### src/rtl/prog_mem.sv
// Loadable program memory: the CPU fetches combinationally while in RUN, and a
// valid/ready loader rewrites the whole memory while in LOAD with the CPU held.
module prog_mem #(
   parameter int unsigned OP_W   = 4,
   parameter int unsigned IMM_W  = 4,
   parameter int unsigned ADDR_W = 4
) (
   input  logic                    clk,
   input  logic                    rst_n,
   input  logic [ADDR_W-1:0]       fetch_addr,
   output logic [OP_W-1:0]         opcode_out,
   output logic [IMM_W-1:0]        imm_out,
   input  logic                    load_start,
   input  logic                    load_abort,
   input  logic                    load_valid,
   input  logic [OP_W+IMM_W-1:0]   load_data,
   output logic                    load_ready,
   output logic [ADDR_W-1:0]       load_ptr,
   output logic                    cpu_hold,
   output logic                    load_done
);

   localparam int unsigned WORD_W = OP_W + IMM_W;
   localparam int unsigned DEPTH  = 32'(1) << ADDR_W;
   localparam logic [ADDR_W-1:0] LAST_ADDR = ADDR_W'(DEPTH - 1);

   typedef enum logic {
      RUN  = 1'b0,
      LOAD = 1'b1
   } state_t;

   state_t              state;
   state_t              state_nxt;
   logic [ADDR_W-1:0]   ptr_nxt;
   logic                done_nxt;
   logic                wr_en;
   logic [WORD_W-1:0]   mem [DEPTH];
   logic [WORD_W-1:0]   rd_word;

   // State, pointer and done-pulse registers
   always_ff @(posedge clk or negedge rst_n) begin
      if (!rst_n) begin
         state     <= RUN;
         load_ptr  <= '0;
         load_done <= 1'b0;
      end else begin
         state     <= state_nxt;
         load_ptr  <= ptr_nxt;
         load_done <= done_nxt;
      end
   end

   // Next-state logic; abort outranks both start and a pending transfer
   always_comb begin
      state_nxt = state;
      ptr_nxt   = load_ptr;
      done_nxt  = 1'b0;
      wr_en     = 1'b0;
      case (state)
         RUN: begin
            if (load_start && !load_abort) begin
               state_nxt = LOAD;
               ptr_nxt   = '0;
            end
         end
         LOAD: begin
            if (load_abort) begin
               state_nxt = RUN;
               ptr_nxt   = '0;
            end else if (load_valid) begin
               wr_en = 1'b1;
               if (load_ptr == LAST_ADDR) begin
                  state_nxt = RUN;
                  ptr_nxt   = '0;
                  done_nxt  = 1'b1;
               end else begin
                  ptr_nxt = load_ptr + ADDR_W'(1);
               end
            end
         end
      endcase
   end

   // Handshake status and fetch port; fetch returns a NOP while loading
   always_comb begin
      load_ready = 1'b0;
      cpu_hold   = 1'b0;
      opcode_out = '0;
      imm_out    = '0;
      rd_word    = mem[fetch_addr];
      if (state == LOAD) begin
         load_ready = 1'b1;
         cpu_hold   = 1'b1;
      end else begin
         opcode_out = rd_word[OP_W-1:0];
         imm_out    = rd_word[WORD_W-1:OP_W];
      end
   end

   // Storage words, each cleared by reset and written only at load_ptr
   for (genvar g = 0; g < DEPTH; g++) begin : g_word
      always_ff @(posedge clk or negedge rst_n) begin
         if (!rst_n) begin
            mem[g] <= '0;
         end else if (wr_en && (load_ptr == ADDR_W'(g))) begin
            mem[g] <= load_data;
         end
      end
   end

endmodule

### config.mk
export PLATFORM = sky130hd
export DESIGN_NAME = prog_mem
export DESIGN_NICKNAME = d
export VERILOG_FILES = /design/src/rtl/prog_mem.sv
export SDC_FILE = /design/constraint.sdc
export NUM_CORES = 1
export LEC_CHECK = 0
export BUFFER_PORTS_ARGS = -buffer_cell sky130_fd_sc_hd__buf_2
export CORE_MARGIN = 1.5
export CORE_UTILIZATION = 60
export CTS_BUF_LIST = sky130_fd_sc_hd__clkbuf_8
export CTS_CLUSTER_SIZE = 20
export DETAILED_ROUTE_END_ITERATION = 8
export PLACE_DENSITY = 0.78
export RECOVER_POWER = 100
export SLEW_MARGIN = 25
export SYNTH_ARGS = -nofsm -noshare
export SYNTH_HDL_FRONTEND = slang
export SYNTH_SLANG_ARGS = --single-unit
### constraint.sdc
create_clock -name clk -period 5.4 [get_ports clk]
set_clock_uncertainty 0.2 [all_clocks]
set_input_delay 0.27 -clock clk [delete_from_list [all_inputs] [get_ports clk]]
set_output_delay 0.27 -clock clk [all_outputs]
set_load 0.01 [all_outputs]
Word level (Yosys, flattened, before mapping)
Index checks and enable logic that the tools add are counted.
{ "classes": {"add_sub_neg": 1, "n_lt_le_gt_ge": 1, "n_eq_ne": 17, "muxes": 23, "bitwise_logic": 2, "n_reduce_logical": 20} }
{ "op_table": {"columns": ["operator", "count"], "rows": [
  ["8-bit binary-select mux with 4-bit select", 1],
  ["4-bit equality test, second input constant", 8],
  ["4-bit two-way mux", 6],
  ["1-bit logical AND", 17],
  ["4-bit by 3-bit equality test with 1-bit output, second input constant", 4],
  ["8-bit two-way mux", 2],
  ["1-bit two-way mux", 12],
  ["4-bit by 2-bit equality test with 1-bit output, second input constant", 2],
  ["4-bit case mux with 2 select lines", 1],
  ["5-bit greater-or-equal comparator, second input constant", 1],
  ["4-bit NOT with 5-bit output", 1],
  ["4-bit by 1-bit adder with 4-bit output, second input constant", 1],
  ["4-bit by 1-bit equality test with 1-bit output, second input constant", 1],
  ["4-bit zero test", 1],
  ["3-bit != test, second input constant", 1],
  ["2-bit != test, second input constant", 1],
  ["1-bit case mux with 2 select lines", 1],
  ["2-bit AND reduction", 1],
  ["1-bit zero test", 1],
  ["1-bit NOT", 1]
]} }
{ "word_totals": {"reg_bits": 134, "input_bits": 17, "output_inout_bits": 15} }

Longest topological paths before layout
Gate-level depths: netlist of the first run.
{ "logic_depth": {"ltp_word": 5, "mapped_depth": 6, "depth_no_buf": 5} }

Least setup slack after synthesis of the first run
Ideal clock, no wire load.
{ "synth_timing": {"path_kind": "input to output", "startpoint": "input port fetch_addr[0]", "endpoint": "output port imm_out[1]", "arrival_ns": 1.400, "required_ns": 4.930, "setup_slack_ns": 3.530, "stages": 5, "path_cell_list": "buf_2 > buf_4 > mux4_2 > mux2i_1 > o22ai_1"} }
{ "synth_via": {"elab_chain_cells": 5} }
{ "synth_rtl": {"columns": ["element", "line", "text"], "rows": [
  ["start: declaration", "10", "input logic [ADDR_W-1:0] fetch_addr,"],
  ["4-bit NOT with 5-bit output (not written as such)", "90", "rd_word = mem[fetch_addr];"],
  ["8-bit binary-select mux with 4-bit select", "90", null],
  ["8-bit two-way mux (not written as such) (2 in a row)", "90", null],
  ["4-bit two-way mux", "91", "if (state == LOAD) begin"],
  ["end: declaration", "12", "output logic [IMM_W-1:0] imm_out,"]
]} }
No other way between the ends. The select of a mux whose other input is x is not followed.

==> results.py, run 1 <==
metrics = {
    "clock_tree": {
        "root_buffer": "clkbuf_8",
        "cts-htree-levels": 4,
        "path_clk_slew_ps": 70,
        "numClockSinks": 134,
        "insertion_delay_ps": 420,
        "cts.path.max_buffers": 2,
        "numCtsBuffers": 17,
        "cts_tree": "built",
        "postCtsSetupRepairBufs": 0,
    },
    "detailed_routing": {
        "drt_iter0_markers": 207,
        "drt_wl_total_mm": 12.9,
        "via_per_inst": 6.05,
        "post_drt_wl_per_cell_um": 22.0,
        "drc": 0,
        "drtAntennaViolNets": 0,
        "firstDrtPassIters": 4,
        "via_count": 3545,
    },
    "layout": {
        "diodes": 0,
        "layout.nets": 458,
        "area_growth_syn_to_layout_pct": 6.01,
        "finish.utilization": 0.659,
        "final_cell_mix": "dfrtp_1, mux2_2, mux4_2, nor2_1, clkbuf_8",
        "layout-drive-gt1-share": 0.447,
        "final_common_cell": "dfrtp_1",
    },
    "setup_path": {
        "startpoint_type": "input pin",
        "worstPathRequired_ps": 5680,
        "crit_path_max_fanout": 81,
        "path_class": "input pin to asynchronous set/reset pin",
        "end_kind": "asynchronous set/reset pin",
        "worstPathArrival_ps": 3620,
    },
    "synthesis": {
        "ys_warn_count": 0,
        "syn_avg_cell_area_sq_um": 16.0,
        "syn_nets": 427,
        "ys_seq_area_frac": 0.518,
        "synthCells": 406,
        "yosysUniqueCellTypes": 32,
        "ys_ff_latch": 134,
        "syn_area_sq_um": 6480,
    },
    "pwr": {
        "switchingPower_mw": 0.546,
        "p_int_mw": 1.74,
        "p_per_area_nw_per_um2": 333,
        "p_sw_frac": 0.239,
        "combPwrFrac": 0.094,
        "ir_worst_vdd_mv": 0.340,
        "p_seq_frac": 0.489,
        "clkPwrFrac": 0.417,
        "power.leakage_nw": 3.28,
    },
    "die": {
        "core_area_sq_um": 10400,
        "die-width_um": 107,
        "io_pins": 32,
        "die_height_um": 107,
        "initial_core_util": 0.622,
        "die_area_sq_um": 11400,
        "rows": 37,
    },
    "timing": {
        "finalSetupTns_ps": 0,
        "hold_violations": 0,
        "setup_viol": 0,
        "fin_crit_sh": 0.617,
        "rsz0062_at_grt": "false",
        "relSlewSlack": -0.915,
        "max_freq_mhz": 300,
        "period_needed_ps": 3330,
        "worstMarginPinSlew_ps": 2870,
        "maxSlewViolCount": 55,
    },
    "job": {
        "maxCapViolations": 1,
    },
    "global_routing": {
        "grt_pass1_wl_mm": 20.9,
        "grt_overflow": 0,
        "grt_use_total": 0.251,
        "antenna_found_initial": 0,
        "grt_max_degree": 82,
        "grt_pass1_vias": 3830,
    },
    "status": {
        "status": "finished, violations left",
        "violations": "capacitance limit, slew limit",
    },
    "place": {
        "gp_congestion": 0.732,
        "port_buffers": 31,
        "hpwl_mm": 8.26,
    },
    "worst_hold_path": {
        "min_path_type": "input pin to flip-flop",
    },
}
[metrics by stage]
| step | instance area (sq um) | hold slack [ps] | instances | setup WS [ps] | power [mW] |
|---|---|---|---|---|---|
| 6_report | 6870 | 89.7 | 586 | 2070 | 2.28 |
| 3_5_place_dp | 6680 | 151 | 551 | 2880 | 1.37 |
| 5_1_grt | 6870 | 81.7 | 586 | 1430 | 2.38 |
| 3_3_place_gp | 6680 | 137 | 551 | 2900 | 1.35 |
| 4_1_cts | 7170 | 61.5 | 586 | 2880 | 2.32 |
| 2_1_floorplan | 6480 | -226 | 406 | 3530 | 1.29 |
[cells by family after synthesis]
group / Yosys count / synth area share
adder cells (fa/ha/maj): 4 / 0.00773
multiplexers: 173 / 0.354
flip-flops: 134 / 0.518
buffers and inverters: 27 / 0.0239
AND/OR/NAND/NOR: 53 / 0.0821
AO/OA/AOI/OAI: 15 / 0.0149
[state kept, by name (all words and copies together), names as in the netlist]
signal	count
load_ptr	4
state	1
load_done	1
mem	128
[final timing paths]
check | from | endpoint | slack (ps) | cells past startpoint
max in group clk | state | mem[92] | 2730 | 4
setup reg to reg | state | mem[92] | 2730 | 4
hold reg to reg | mem[87] | mem[87] | 290 | 1
min in group asynchronous | rst_n | load_ptr[2] | 1110 | 2
setup / recovery | rst_n | mem[11] | 2070 | 3
hold / removal | load_data[7] | mem[87] | 90 | 2
[repair_timing]
item	in CTS	in global routing
hold buffers	3	0
endpoints found under the hold margin	55	0
resized for setup	0	0
[synthesized netlist by cell type (all sizes together)]
| library cell | number | area (sq um) |
|---|---|---|
| dfrtp | 134 | 3350 |
| a22o | 1 | 8.76 |
| o21ai | 4 | 20.0 |
| and3b | 1 | 12.5 |
| nor3 | 1 | 5.00 |
| mux2i | 13 | 130 |
| clkbuf | 9 | 33.8 |
| ha | 4 | 50.1 |
| nand4 | 2 | 12.5 |
| mux2 | 128 | 1440 |
| a21oi | 1 | 5.00 |
| buf | 15 | 110 |
| nand3 | 10 | 70.1 |
| a21o | 1 | 7.51 |
| mux4 | 32 | 721 |
| or2 | 2 | 12.5 |
| inv | 3 | 11.3 |
| a32o | 1 | 10.0 |
| o22ai | 6 | 37.5 |
| nor2b | 2 | 12.5 |
| o21a | 1 | 7.51 |
| nand2b | 5 | 31.3 |
| nor2 | 17 | 259 |
| nand2 | 13 | 116 |
[layer usage]
layer / vias to the layer above / track usage / wire (um)
met5: - / 0 / 0
met4: 0 / 0.0771 / 81
met3: 5 / 0.0596 / 544
met2: 77 / 0.405 / 6350
met1: 1894 / 0.342 / 5920
li1: 1569 / - / -
[cell type report]
cell class / count / area [sq um]
tap: 136 / 170
clock buffer: 17 / 234
fill: 784 / 3550
inverter: 3 / 11.3
clock inverter: 15 / 228
sequential: 134 / 3350
multi-input combinational: 245 / 2690
timing repair buffer: 36 / 185
[worst max-delay path, stage by stage]
cell	delay, ps
dlygate4sd3_1	520
clkbuf_1	2020
buf_6	730
[power groups by stage]
stage               sequential, mW  combinational [mW]  clock (mW)
global route                  1.13               0.237        1.02
CTS                           1.12               0.234       0.973
global placement              1.13               0.223           0
floorplan                     1.12               0.171           0
detailed placement            1.14               0.231           0
finish                        1.12               0.216       0.952
(Power assumes the default switching activity.)
==> inputs of run 2 (changes only) <==
--- a/config.mk
+++ b/config.mk
@@ -7,7 +7,7 @@
 export LEC_CHECK = 0
 export BUFFER_PORTS_ARGS = -buffer_cell sky130_fd_sc_hd__buf_2
 export CORE_MARGIN = 1.5
-export CORE_UTILIZATION = 60
+export CORE_UTILIZATION = 57
 export CTS_BUF_LIST = sky130_fd_sc_hd__clkbuf_8
 export CTS_CLUSTER_SIZE = 20
 export DETAILED_ROUTE_END_ITERATION = 8
==> constraint.sdc (replaced) <==
create_clock -name clk -period 2.77 [get_ports clk]
set_clock_uncertainty 0.2 [all_clocks]
set_input_delay 0.1385 -clock clk [delete_from_list [all_inputs] [get_ports clk]]
set_output_delay 0.1385 -clock clk [all_outputs]
set_load 0.01 [all_outputs]
==> results.py, run 2 (synthesis gave the netlist of run 1 again) <==
metrics = {
    "timing": {
        "relSlewSlack": 0.118,
        "hold_violations": 0,
        "period_needed_ps": 2360,
        "max_freq_mhz": 424,
        "setup_viol": 0,
        "fin_crit_sh": 0.852,
        "maxSlewViolCount": 0,
        "finalSetupTns_ps": 0,
        "worstMarginPinSlew_ps": 1320,
        "rsz0062_at_grt": "false",
    },
    "clock_tree": {
        "numClockSinks": 134,
        "cts_resized": 0,
        "cts.path.max_buffers": 2,
        "cts_tree": "built",
        "hold_buffers": 13,
        "numCtsBuffers": 17,
        "postCtsSetupRepairBufs": 0,
        "path_clk_slew_ps": 80,
        "cts-htree-levels": 4,
        "insertion_delay_ps": 430,
        "root_buffer": "clkbuf_8",
    },
    "setup_path": {
        "crit_path_max_fanout": 11,
        "startpoint_type": "flip-flop",
        "cp_slowest_cell": "dfrtp_1",
        "max_stage_delay_ps": 540,
        "cp_num_buf_inv": 0,
        "crit_chain": "and3b_4 > nand2_1 > nor2_8 > mux2_2",
        "worstPathArrival_ps": 2480,
        "worstPathRequired_ps": 2890,
        "path_class": "flip-flop to flip-flop",
        "cp_top_family": "simple AND/OR/NAND/NOR gates",
        "end_kind": "flip-flop",
    },
    "layout": {
        "diodes": 0,
        "final_cell_mix": "dfrtp_1, mux2_2, mux4_2, clkbuf_8, buf_2",
        "final_common_cell": "dfrtp_1",
        "largest_register": "mem",
        "n_fill_cell": 763,
        "layout.nets": 471,
        "largest_reg_flops": 128,
        "top_regs": "mem (128), load_ptr (4)",
        "layout-drive-gt1-share": 0.477,
        "area_growth_syn_to_layout_pct": 10.9,
    },
    "global_routing": {
        "grt_use_total": 0.243,
        "grt_overflow": 0,
        "grt_max_degree": 63,
        "grt_pass1_vias": 3898,
        "grt_pass1_wl_mm": 21.1,
        "antenna_found_initial": 0,
    },
    "pwr": {
        "p_int_mw": 3.18,
        "ir_worst_vdd_mv": 0.435,
        "switchingPower_mw": 1.12,
        "p_total_mw": 4.30,
        "clkPwrFrac": 0.387,
        "p_per_area_nw_per_um2": 599,
        "combPwrFrac": 0.107,
        "p_sw_frac": 0.260,
        "p_seq_frac": 0.505,
        "power.leakage_nw": 3.59,
    },
    "die": {
        "die_area_sq_um": 12000,
        "die-width_um": 110,
        "core_area_sq_um": 11000,
        "initial_core_util": 0.590,
        "rows": 38,
        "io_pins": 32,
        "die_height_um": 110,
    },
    "detailed_routing": {
        "drt_iter0_markers": 163,
        "drc": 0,
        "drtAntennaViolNets": 0,
        "firstDrtPassIters": 4,
        "via_count": 3656,
        "via_per_inst": 6.06,
        "drt_wl_total_mm": 12.9,
        "post_drt_wl_per_cell_um": 21.4,
    },
    "status": {
        "status": "finished, final reports clean",
    },
    "job": {
        "maxCapViolations": 0,
    },
    "place": {
        "hpwl_mm": 8.75,
        "gp_congestion": 0.781,
        "port_buffers": 31,
    },
    "worst_hold_path": {
        "min_path_type": "input pin to flip-flop",
    },
}
==> run 2: changes by cell type in the layout (fill, tap and decap cells not counted), sizes merged <==
cell	previous run	this run
buf	18	20
bufinv	5	2
clkbuf	32	34
clkinv	5	2
clkinvlp	1	2
dlygate4sd3	3	13
inv	7	11
==> run 2: cell type report <==
class | instances | area, sq um | area share
Timing Repair Buffer | 49 | 340 | 0.0474
Tap cell | 140 | 175 | 0.0244
Clock inverter | 14 | 164 | 0.0228
Clock buffer | 18 | 248 | 0.0345
Inverter | 3 | 11.3 | 0.00157
Multi-Input combinational cell | 245 | 2890 | 0.403
Sequential cell | 134 | 3350 | 0.467
==> run 2: metrics by stage <==
step | utilization | worst slack, ps | std cells | cell area, sq um | hold WS, ps
after detailed placement | 0.614 | 654 | 558 | 6740 | 14.6
after global placement | 0.614 | 684 | 558 | 6740 | 13.8
final | 0.654 | 409 | 603 | 7180 | 39.4
after floorplan | - | 920 | 406 | 6480 | -357
after global routing | 0.654 | 309 | 603 | 7180 | 40.3
after CTS | 0.663 | 601 | 603 | 7280 | 9.54
==> run 2: worst paths after layout <==
check | start | end | slack, ps | cells after the start
setup / recovery | state | mem[89] | 410 | 4
hold / removal | load_valid | load_ptr[1] | 40 | 4
setup reg to reg | state | mem[89] | 410 | 4
hold reg to reg | mem[57] | mem[57] | 290 | 1
max in group asynchronous | rst_n | mem[37] | 780 | 3
min in group asynchronous | rst_n | state | 330 | 2
==> run 2: power by group through the flow <==
stage                     Sequential [mW]  Clock (mW)  Combinational, mW
final                                2.17        1.66              0.462
after global placement               2.20           0              0.447
after global routing                 2.19        1.81              0.503
after detailed placement             2.21           0              0.461
after CTS                            2.17        1.71              0.483
after floorplan                      2.18           0              0.333
==> run 2: worst min-delay path, cell delays in order <==
cell and delay [ps]:
buf_2 100, o21a_1 110, a21oi_1 100, o21ai_0 180
==> run 2: layer usage <==
layer / part of all wire / GRT usage / vias up
met3: 0.042 / 0.0747 / 15
met2: 0.50 / 0.392 / 86
met4: 0.012 / 0.0603 / 0
li1: - / - / 1605
met5: 0 / 0 / -
met1: 0.44 / 0.325 / 1950
==> inputs of run 3 (changes only) <==
--- a/config.mk
+++ b/config.mk
@@ -8,9 +8,10 @@
 export BUFFER_PORTS_ARGS = -buffer_cell sky130_fd_sc_hd__buf_2
 export CORE_MARGIN = 1.5
 export CORE_UTILIZATION = 57
-export CTS_BUF_LIST = sky130_fd_sc_hd__clkbuf_8
+export CTS_BUF_LIST = sky130_fd_sc_hd__clkbuf_2
 export CTS_CLUSTER_SIZE = 20
 export DETAILED_ROUTE_END_ITERATION = 8
+export HOLD_SLACK_MARGIN = 0.05
 export PLACE_DENSITY = 0.78
 export RECOVER_POWER = 100
 export SLEW_MARGIN = 25
==> constraint.sdc (replaced) <==
create_clock -name clk -period 2.77 [get_ports clk]
set_clock_uncertainty 0.2 [all_clocks]
set_input_delay 0.277 -clock clk [delete_from_list [all_inputs] [get_ports clk]]
set_output_delay 0.277 -clock clk [all_outputs]
set_load 0.01 [all_outputs]
==> results.py, run 3 (synthesis gave the netlist of run 1 again) <==
metrics = {
    "timing": {
        "hold_violations": 0,
        "fin_crit_sh": 0.944,
        "finalSetupTns_ps": 0,
        "maxSlewViolCount": 0,
        "relSlewSlack": 0.102,
        "max_freq_mhz": 383,
        "period_needed_ps": 2610,
        "rsz0062_at_grt": "false",
        "setup_viol": 0,
        "fin_ws_ps": 156,
        "worstMarginPinSlew_ps": 1350,
    },
    "setup_path": {
        "crit_chain": "and3b_1 > nand3_2 > mux2_2",
        "worstPathArrival_ps": 2960,
        "r2r_setup_slack_ps": 160,
        "path_class": "flip-flop to flip-flop",
        "r2r_end": "mem[118]",
        "crit_path_max_fanout": 11,
        "ff2ff_path_depth": 3,
        "r2r-start": "state",
        "max_stage_delay_ps": 840,
        "startpoint_type": "flip-flop",
        "cp_slowest_cell": "and3b_1",
        "worstPathRequired_ps": 3110,
        "end_kind": "flip-flop",
    },
    "die": {
        "die-width_um": 110,
        "die_area_sq_um": 12000,
        "core_area_sq_um": 11000,
        "initial_core_util": 0.590,
        "io_pins": 32,
        "rows": 38,
        "die_height_um": 110,
    },
    "pwr": {
        "p_total_mw": 3.81,
        "p_seq_frac": 0.571,
        "p_int_mw": 2.83,
        "clkPwrFrac": 0.307,
        "combPwrFrac": 0.122,
        "ir_worst_vdd_mv": 0.432,
        "power.leakage_nw": 3.30,
        "p_sw_frac": 0.256,
        "p_per_area_nw_per_um2": 543,
        "switchingPower_mw": 0.973,
    },
    "worst_hold_path": {
        "min_path_type": "flip-flop to flip-flop",
        "worstHoldStart": "mem[17]",
        "worst_hold_path.endpoint": "mem[17]",
        "holdPathStages": 1,
    },
    "layout": {
        "diodes": 0,
        "largest_reg_flops": 128,
        "top_regs": "mem (128), load_ptr (4)",
        "area_growth_syn_to_layout_pct": 8.17,
        "layout-drive-gt1-share": 0.489,
        "final_common_cell": "dfrtp_1",
        "n_fill_cell": 822,
        "multi_input_area_sq_um": 2860,
        "regArea_sq_um": 3350,
        "final_cell_mix": "dfrtp_1, mux2_2, mux4_2, clkbuf_2",
        "layout.nets": 475,
        "largest_register": "mem",
        "final_cells": 606,
    },
    "global_routing": {
        "grt_overflow": 0,
        "antenna_found_initial": 0,
        "grt_pass1_wl_mm": 20.8,
        "grt_use_total": 0.240,
        "grt_max_degree": 54,
        "grt_pass1_vias": 3934,
    },
    "clock_tree": {
        "numClockSinks": 134,
        "postCtsSetupRepairBufs": 0,
        "cts.path.max_buffers": 2,
        "cts_resized": 0,
        "insertion_delay_ps": 640,
        "path_clk_slew_ps": 180,
        "cts-htree-levels": 4,
        "root_buffer": "clkbuf_2",
        "numCtsBuffers": 17,
        "cts_tree": "built",
    },
    "detailed_routing": {
        "post_drt_wl_per_cell_um": 20.9,
        "drt_iter0_markers": 190,
        "via_count": 3594,
        "drt_wl_total_mm": 12.7,
        "drc": 0,
        "drtAntennaViolNets": 0,
        "firstDrtPassIters": 4,
        "via_per_inst": 5.93,
    },
    "place": {
        "port_buffers": 31,
        "hpwl_mm": 8.49,
        "gp_congestion": 0.723,
        "pre_cts_ws_ps": 479,
        "dp.cells": 559,
    },
    "status": {
        "status": "finished, final reports clean",
    },
    "job": {
        "maxCapViolations": 0,
    },
}
-- run 3: worst max path at each step --
stage               slack, ps  depth (start not counted)    endpoint           from
finish                    160                          3    mem[118]          state
detailed placement        480                          6  imm_out[0]  fetch_addr[0]
global route               10                          3  imm_out[1]          state
CTS                       130                          3  imm_out[0]          state
global placement          490                          6  imm_out[1]  fetch_addr[0]
floorplan                 890                          5  imm_out[1]  fetch_addr[0]
-- run 3: through the flow --
step           hold slack (ps)  instance area (sq um)   util
6_report                   313                   7010  0.638
5_1_grt                    309                   7010  0.638
4_1_cts                    252                   7180  0.654
3_5_place_dp               103                   6780  0.617
3_3_place_gp              97.6                   6780  0.617
2_1_floorplan             -219                   6480      -
-- run 3: final cells by class --
| class | count | share of cell area |
|---|---|---|
| sequential | 134 | 0.478 |
| multi-input combinational | 245 | 0.408 |
| timing repair buffer | 53 | 0.0532 |
| tap | 140 | 0.0250 |
| clock inverter | 11 | 0.0191 |
| clock buffer | 20 | 0.0143 |
| inverter | 3 | 0.00161 |
-- run 3: timing repair --
action | in CTS | in global routing
setup endpoints to repair | 0 | 0
hold buffers | 16 | 0
hold endpoints to repair | 268 | 0
-- run 3: critical path, delay by kind of cell, from the launching register on --
family	cells	cell delay [ps]
DFF	1	590
muxes	1	400
and+or+nand+nor	2	1320
-- run 3: metal layers --
metal | up-vias | GRT usage | share of wire
li1 | 1608 | - | -
met1 | 1927 | 0.315 | 0.46
met2 | 46 | 0.394 | 0.51
met3 | 13 | 0.0634 | 0.028
met4 | 0 | 0.0677 | 0.0093
met5 | - | 0 | 0
-- run 3: power groups by stage --
stage               clock (mW)  combinational, mW  sequential [mW]
finish                    1.17              0.463             2.17
global route              1.29              0.508             2.20
CTS                       1.20              0.486             2.17
detailed placement           0              0.462             2.21
global placement             0              0.446             2.21
floorplan                    0              0.333             2.18
